--- config.mk ---
export PLATFORM = sky130hd
export DESIGN_NAME = tcb_lib_arbiter_rr
export DESIGN_NICKNAME = d
export VERILOG_FILES = /design/src/rtl/tcb_lib_arbiter_rr.sv
export SDC_FILE = /design/constraint.sdc
export NUM_CORES = 1
export LEC_CHECK = 0
export CAP_MARGIN = 20
export CELL_PAD_IN_SITES_DETAIL_PLACEMENT = 0
export CELL_PAD_IN_SITES_GLOBAL_PLACEMENT = 1
export CORE_UTILIZATION = 10
export CTS_CLUSTER_DIAMETER = 100
export CTS_CLUSTER_SIZE = 30
export DETAILED_ROUTE_END_ITERATION = 16
export GPL_TIMING_DRIVEN = 1
export HOLD_SLACK_MARGIN = 0.05
export PLACE_DENSITY = 0.86
export SETUP_SLACK_MARGIN = 0.02
export SLEW_MARGIN = 15
export SYNTH_ARGS = -nofsm -noshare
export SYNTH_HDL_FRONTEND = slang
export SYNTH_SLANG_ARGS = --single-unit
--- constraint.sdc ---
create_clock -name clk -period 2.8 [get_ports clk]
set_clock_uncertainty 0.2 [all_clocks]
set_input_delay 0.56 -clock clk [delete_from_list [all_inputs] [get_ports clk]]
set_output_delay 0.56 -clock clk [all_outputs]
set_load 0.02 [all_outputs]
--- src/rtl/tcb_lib_arbiter_rr.sv ---
// ---------------------------------------------------------------------------
// tcb_lib_arbiter_rr
//   Round-robin arbiter that funnels N TCB manager ports onto one TCB
//   subordinate port. Once a request is stalled by the subordinate, the grant
//   is locked so that the request cannot change until it completes. Responses
//   come back DLY cycles after each transfer and are routed to the manager
//   that issued it through a {valid, index} pipeline.
//
// Parameters
//   N    number of manager ports (2..8)
//   ADR  address width
//   DAT  data width
//   DLY  subordinate response delay in cycles (0..3)
//
// Ports
//   clk, rst                     clock, asynchronous active-high reset
//   man_vld/wen/adr/ben/wdt      manager requests, slice i = manager i
//   man_rdy                      per-manager ready (handshake)
//   man_rsp/rdt/err              per-manager response strobe, read data, error
//   sub_vld/wen/adr/ben/wdt      request forwarded to the subordinate
//   sub_rdy                      subordinate ready
//   sub_rdt/err                  subordinate read data / error (response cycle)
// ---------------------------------------------------------------------------
module tcb_lib_arbiter_rr #(
    parameter int N   = 2,
    parameter int ADR = 32,
    parameter int DAT = 32,
    parameter int DLY = 1
) (
    input  logic                 clk,
    input  logic                 rst,
    input  logic [N-1:0]         man_vld,
    input  logic [N-1:0]         man_wen,
    input  logic [N*ADR-1:0]     man_adr,
    input  logic [N*DAT/8-1:0]   man_ben,
    input  logic [N*DAT-1:0]     man_wdt,
    output logic [N-1:0]         man_rdy,
    output logic [N-1:0]         man_rsp,
    output logic [N*DAT-1:0]     man_rdt,
    output logic [N-1:0]         man_err,
    output logic                 sub_vld,
    output logic                 sub_wen,
    output logic [ADR-1:0]       sub_adr,
    output logic [DAT/8-1:0]     sub_ben,
    output logic [DAT-1:0]       sub_wdt,
    input  logic                 sub_rdy,
    input  logic [DAT-1:0]       sub_rdt,
    input  logic                 sub_err
);

    localparam int IW = (N > 1) ? $clog2(N) : 1;
    localparam int BW = DAT / 8;

    logic [IW-1:0]  r_ptr;
    logic           r_lock;
    logic [IW-1:0]  r_idx;

    logic [2*N-1:0] w_rot;
    logic [IW-1:0]  w_off;
    logic [IW:0]    w_sum;
    logic [IW-1:0]  w_arb;
    logic [IW-1:0]  w_gnt;
    logic [IW-1:0]  w_nxt;
    logic           w_sub_vld;
    logic           w_xfer;
    logic           w_rsp_vld;
    logic [IW-1:0]  w_rsp_idx;

    // Outputs are forced low while reset is held, even with requests pending.
    assign w_sub_vld = (|man_vld) & ~rst;
    assign w_xfer    = w_sub_vld & sub_rdy;

    // Rotate the request vector so that bit 0 corresponds to manager ptr; the
    // lowest set bit is then the offset of the winner relative to ptr.
    always_comb begin
        w_rot = {man_vld, man_vld} >> r_ptr;
        w_off = '0;
        for (int j = N - 1; j >= 0; j--) begin
            if (w_rot[j]) w_off = IW'(j);
        end
        w_sum = (IW + 1)'(r_ptr) + (IW + 1)'(w_off);
        w_arb = (w_sum >= (IW + 1)'(N)) ? IW'(w_sum - (IW + 1)'(N)) : IW'(w_sum);
    end

    // The stored index is honoured only while its manager still requests; if
    // that manager withdraws, the free arbiter takes over at once so the
    // dropped request is never presented on the subordinate side.
    assign w_gnt = (r_lock && man_vld[r_idx]) ? r_idx : w_arb;
    assign w_nxt = (w_gnt == IW'(N - 1)) ? '0 : w_gnt + 1'b1;

    always_comb begin
        sub_vld = w_sub_vld;
        sub_wen = 1'b0;
        sub_adr = '0;
        sub_ben = '0;
        sub_wdt = '0;
        man_rdy = '0;
        for (int i = 0; i < N; i++) begin
            if (w_sub_vld && (w_gnt == IW'(i))) begin
                sub_wen    = man_wen[i];
                sub_adr    = man_adr[i*ADR +: ADR];
                sub_ben    = man_ben[i*BW +: BW];
                sub_wdt    = man_wdt[i*DAT +: DAT];
                man_rdy[i] = sub_rdy & man_vld[i];
            end
        end
    end

    // Pointer and lock state.
    always_ff @(posedge clk or posedge rst) begin
        if (rst) begin
            r_ptr  <= '0;
            r_lock <= 1'b0;
            r_idx  <= '0;
        end else if (w_xfer) begin
            r_ptr  <= w_nxt;
            r_lock <= 1'b0;
        end else if (w_sub_vld) begin
            r_lock <= 1'b1;
            r_idx  <= w_gnt;
        end else begin
            r_lock <= 1'b0;
        end
    end

    generate
        if (DLY == 0) begin : g_rsp_comb
            assign w_rsp_vld = w_xfer;
            assign w_rsp_idx = w_gnt;
        end else begin : g_rsp_pipe
            logic [DLY-1:0] r_vld_p;
            logic [IW-1:0]  r_idx_p [DLY];

            // Response pipeline stage boundary: one {valid, index} entry per cycle.
            always_ff @(posedge clk or posedge rst) begin
                if (rst) begin
                    r_vld_p <= '0;
                    for (int j = 0; j < DLY; j++) r_idx_p[j] <= '0;
                end else begin
                    r_vld_p[0] <= w_xfer;
                    r_idx_p[0] <= w_gnt;
                    for (int j = 1; j < DLY; j++) begin
                        r_vld_p[j] <= r_vld_p[j-1];
                        r_idx_p[j] <= r_idx_p[j-1];
                    end
                end
            end

            assign w_rsp_vld = r_vld_p[DLY-1];
            assign w_rsp_idx = r_idx_p[DLY-1];
        end
    endgenerate

    // Response routing: only the owning manager sees data and error.
    always_comb begin
        man_rsp = '0;
        man_rdt = '0;
        man_err = '0;
        for (int i = 0; i < N; i++) begin
            if (w_rsp_vld && !rst && (w_rsp_idx == IW'(i))) begin
                man_rsp[i]             = 1'b1;
                man_rdt[i*DAT +: DAT]  = sub_rdt;
                man_err[i]             = sub_err;
            end
        end
    end

endmodule

==> metrics, run 1 <==
Post-DP Area 4880 µm²; drt first pass iters 4; non-filler instance count after layout 692; total power 1.17 mW; status finished, final reports clean; H-tree Lvls 1; placed insts 675; Seq cells post-synth 5; Sink Count 5; critical path buffer and inverter count 5; Most common cell on crit path buf_6; Filler Cell Count 1474; Startpoint Class flip-flop; Setup crit end kind output port; fin. max-slew vios 0; Crit-path slowest cell dfrtp_1; Port Buffers 315; synthesized area 1440 µm²; Slew headroom 80.7%; Power Density 236 nW/µm²; GPL Wtd Cong 0.742; # rows 43; Most used DFF post-synth dfrtp_1; clock root cell clkbuf_16; worst vdd ir 0.134 mV; Fmax achieved 361 MHz; cells on worst reg2reg path 5; diode count 0; CTS Buf Count 3; initial DRC count 33; reg2reg setup slack 1.05 ns; FFs w/ async S/R, synth 100%; CP delay by family, top buffers and inverters; Final setup viols 0; leak pwr 2.50 nW; die width 122 µm; Avg WL per Cell 17.5 µm; global-route wire length before repair 16300 µm; antenna-violating nets left 0; Syn Inst Count 186; final routed DRC violation total 0; post-route setup slack 0.0322 ns; total global-route track usage 14.9%; starting density of the core 10.3%; Worst-path clk slew 0.03 ns; Fin. Hold Viols 0; Avg Cell Area, Syn 7.74 µm²; Detail Placement HPWL 9110 µm; Synth top cells by count a22o_1, and2_1, clkbuf_1; nets@finish 689; most numerous cell in the Yosys netlist a22o_1; CTS tree yes; cell area after layout 4950 µm²; RSZ-0062 raised after global routing yes; Worst Hold Class input pin to asynchronous set/reset pin; WP depth 8; number of synthesized flops with an enable pin 0; Hold Slack 0.374 ns; Syn Nets 362; pre-CTS setup slack -0.576 ns; via count 2857; largest net degree at the start of global routing 35; Via density 4.13; worst skew pair latency 0.23 ns; final setup TNS 0 ns; Worst EP required 2.04 ns; vias in the first global route 2864; cell taking the most area after synthesis a22o_1; Longest Clk Path Bufs 2; CP arrival 2.01 ns; layout cell share with drive strength beyond 1 21.7%; synthesis-to-layout area growth 244%; Top Ports 316; Max FO, Critical Path 8; Synth cell types 21; Overflow after GRT 0; max incr delay on CP 0.39 ns; Tcrit/Tclk final 98.8%; Slew @ Worst Pin 0.286 ns; Tmin final 2.77 ns; Synth top area share 42.6%; CP Cell Sequence mux2_4, a211oi_4, buf_6, buf_12, buf_16, buf_6, a22o_1, buf_6; Yosys Warn Count 0; initial antenna violation count 0; Routed WL 12100 µm; final core utilization 35.4%; Core Area 14000 µm²; ranking of synthesized cells by area a22o_1, and2_1, dfrtp_1, buf_6, clkbuf_1; die area 14900 µm²; crit path kind flip-flop to output port; die extent in y 122 µm; max capacitance violation total 0; register area share after synthesis 8.69%
==> final timing paths <==
check	start	endpoint
setup reg to reg	r_lock	r_ptr
hold reg to reg	r_ptr	r_ptr
min in group clk	r_ptr	r_ptr
setup / recovery	r_lock	sub_wdt[0]
max in group asynchronous	rst	r_lock
hold / removal	rst	g_rsp_pipe.r_idx_p
==> placed cells by master, fill, tap and decap left out <==
cell             synthesis  routed
clkdlybuf4s50_1          0     173
nor2_1                   1       1
a22o_4                   0       3
o41ai_1                  1       1
dlygate4sd2_1            0      70
buf_2                    2      41
o21bai_1                 1       1
clkbuf_2                 0       5
and3_1                   1       1
inv_2                    1       2
dlymetal6s2s_1           0       1
inv_1                    4       3
buf_8                    0       1
a211oi_4                 1       1
buf_6                    7      14
buf_12                   0      12
clkbuf_1                13       1
dfrtp_1                  5       5
clkbuf_16                0       3
clkdlybuf4s15_2          0       1
buf_4                    0      20
a21oi_1                  2       2
a22o_1                  70      67
nand2b_1                 2       2
o21ba_4                  0       1
nand2_1                  1       1
clkdlybuf4s15_1          0       1
mux2_4                   1       1
buf_16                   0       5
nor3b_2                  0       1
o21ai_0                  2       2
nor3_1                   1       1
and2_1                  68      68
==> worst register-to-register path: cells and delay by family (launching register included) <==
| kind | cells | cell delay (ns) |
|---|---|---|
| buf+inv | 2 | 0.36 |
| flops | 1 | 0.39 |
| mux | 1 | 0.33 |
| compound gates | 2 | 0.41 |
==> layer usage <==
layer  share of wire [%]  global-route usage, %  up-vias
met5                   0                      0        -
met4                 2.3                   4.40        0
met3                 9.8                   2.95       14
met2                  54                   29.6      203
met1                  34                   15.3     1300
li1                    -                      -     1340
==> cell families after synthesis <==
family / count (synthesis) / share of synthesized area (%)
muxes: 1 / 1.04
AOI/OAI and AO/OA: 78 / 47.2
and+or+nand+nor: 75 / 32.2
buffers and inverters: 27 / 10.9
DFF: 5 / 8.69
==> state kept, by name, indices dropped and copies added, names as in the netlist <==
signal	cells
r_idx	1
r_lock	1
g_rsp_pipe.r_idx_p	1
r_ptr	1
g_rsp_pipe.r_vld_p	1
==> repair_timing <==
action,in CTS,in global routing
cloned,6,0
endpoints found under the setup margin,139,59
hold buffers,0,0
buffers inserted,6,2
resized for setup,305,42
pin swaps,5,6
==> where the power goes <==
group | switching (mW) | internal (mW)
sequential | 0.00546 | 0.0816
clock | 0.0501 | 0.189
combinational | 0.364 | 0.481
total | 0.419 | 0.752
==> final cells by class <==
type,count,area [µm²],area share [%]
flip-flops and latches,5,125,2.53
well taps,180,225,4.55
clock buffers,4,78.8,1.59
multi-input cells,154,1200,24.1
inverters,5,18.8,0.379
repair buffers,344,3310,66.8
No activity file was read; power rests on OpenSTA's default activity.
==> inputs of run 2 (changes only) <==
--- a/config.mk
+++ b/config.mk
@@ -8,10 +8,13 @@
 export CAP_MARGIN = 20
 export CELL_PAD_IN_SITES_DETAIL_PLACEMENT = 0
 export CELL_PAD_IN_SITES_GLOBAL_PLACEMENT = 1
+export CORE_ASPECT_RATIO = 1.1
+export CORE_MARGIN = 4
 export CORE_UTILIZATION = 10
 export CTS_CLUSTER_DIAMETER = 100
 export CTS_CLUSTER_SIZE = 30
 export DETAILED_ROUTE_END_ITERATION = 16
+export GPL_ROUTABILITY_DRIVEN = 0
 export GPL_TIMING_DRIVEN = 1
 export HOLD_SLACK_MARGIN = 0.05
 export PLACE_DENSITY = 0.86
==> metrics, run 2 (synthesis results as in run 1) <==
Filler Cell Count 1522; drt first pass iters 4; r2r startpoint r_lock; die area 16400 µm²; R2R Path End r_ptr; nets@finish 684; most frequent cells in the layout clkdlybuf4s50_1, a22o_1, dlygate4sd2_1; Worst-path clk slew 0.03 ns; starting density of the core 10.3%; Tcrit/Tclk final 97.5%; layout cell share with drive strength beyond 1 20.5%; Overflow after GRT 0; total power 1.10 mW; pre-CTS setup slack -0.586 ns; RSZ-0062 raised after global routing yes; Worst Hold Class input pin to asynchronous set/reset pin; global-route wire length before repair 16200 µm; Startpoint Class flip-flop; Slew headroom 83.6%; die extent in y 134 µm; # rows 45; Detail Placement HPWL 9790 µm; Avg WL per Cell 17.3 µm; Port Buffers 315; max incr delay on CP 0.39 ns; CP arrival 1.97 ns; largest net degree at the start of global routing 35; Setup crit end kind output port; final routed DRC violation total 0; Hold Slack 0.406 ns; Top Ports 316; Final setup viols 0; Core Area 14000 µm²; Via density 4.10; Crit-path slowest cell dfrtp_1; initial DRC count 87; Worst EP required 2.04 ns; max capacitance violation total 0; antenna-violating nets left 0; Fin. Hold Viols 0; H-tree Lvls 1; Max FO, Critical Path 11; synthesis-to-layout area growth 232%; die width 122 µm; CP delay by family, top buffers and inverters; reg2reg setup slack 0.97 ns; critical path buffer and inverter count 4; initial antenna violation count 0; clock root cell clkbuf_16; CTS tree yes; Tmin final 2.73 ns; fin. max-slew vios 0; worst vdd ir 0.126 mV; Routed WL 12000 µm; Fmax achieved 366 MHz; Longest Clk Path Bufs 2; CTS Buf Count 3; via count 2851; total global-route track usage 12.7%; CP Cell Sequence mux2_4, a211oi_4, buf_6, buf_4, clkbuf_16, a22o_1, buf_2; vias in the first global route 2930; post-route setup slack 0.0698 ns; Power Density 230 nW/µm²; cells on worst reg2reg path 6; Slew @ Worst Pin 0.242 ns; crit path kind flip-flop to output port; most common cell after layout, fill and taps aside clkdlybuf4s50_1; status finished, final reports clean; Sink Count 5; final core utilization 34.2%; leak pwr 2.40 nW; worst skew pair latency 0.23 ns; hold-fix buffers at CTS 0
-- run 2: changes by cell type in the layout (fill, tap and decap cells not counted), moves of 3 or more --
cell	delta
a22o_1	+3
buf_4	-8
buf_6	-12
clkdlybuf4s15_2	+5
clkbuf_2	+7
a22o_4	-3
buf_2	+9
buf_12	-5
-- run 2: cell type report --
class	count	area, µm²	area share, %
timing repair buffer	339	3150	65.9
multi-input combinational	154	1170	24.5
tap	188	235	4.92
sequential	5	125	2.62
clock buffer	4	78.8	1.65
inverter	5	18.8	0.392
antenna	1	2.50	0.0523
-- run 2: tightest hold or removal path, delay by kind of cell --
family / cells / cell delay [ns]
buf+inv: 4 / 0.61
-- run 2: per-layer routing --
metal,vias up,wire [µm],track usage [%]
li1,1337,-,-
met1,1280,3970,12.5
met2,220,6300,24.5
met3,14,1510,4.60
met4,0,234,3.42
met5,-,0,0
-- run 2: repair_timing --
action	CTS	global route
setup buffers	3	0
cloned	4	2
pin swaps	3	1
setup endpoints to repair	140	55
resized for setup	303	44
-- run 2: report_power, final --
group	switching, mW	internal [mW]
sequential	0.00497	0.0816
clock	0.0475	0.189
combinational	0.335	0.442
-- run 2: worst max path at each step --
stage                start           to  slack [ns]  cells after the start
global route        r_lock  sub_adr[17]       0.004                      7
global placement       rst  sub_adr[12]       -0.59                      6
CTS                 r_lock   sub_wdt[8]        0.02                      6
detailed placement     rst  sub_adr[12]       -0.59                      6
finish              r_lock   sub_adr[0]        0.07                      7
floorplan              rst   sub_adr[0]        0.40                      5
-- run 2: metrics by stage --
step | cell area (µm²) | TNS (ns) | cells
after floorplan | 1440 | 0 | 186
after global placement | 4850 | -59.70 | 682
after detailed placement | 4850 | -61.36 | 682
after CTS | 4950 | 0 | 693
after global routing | 4780 | 0 | 695
final | 4780 | 0 | 696
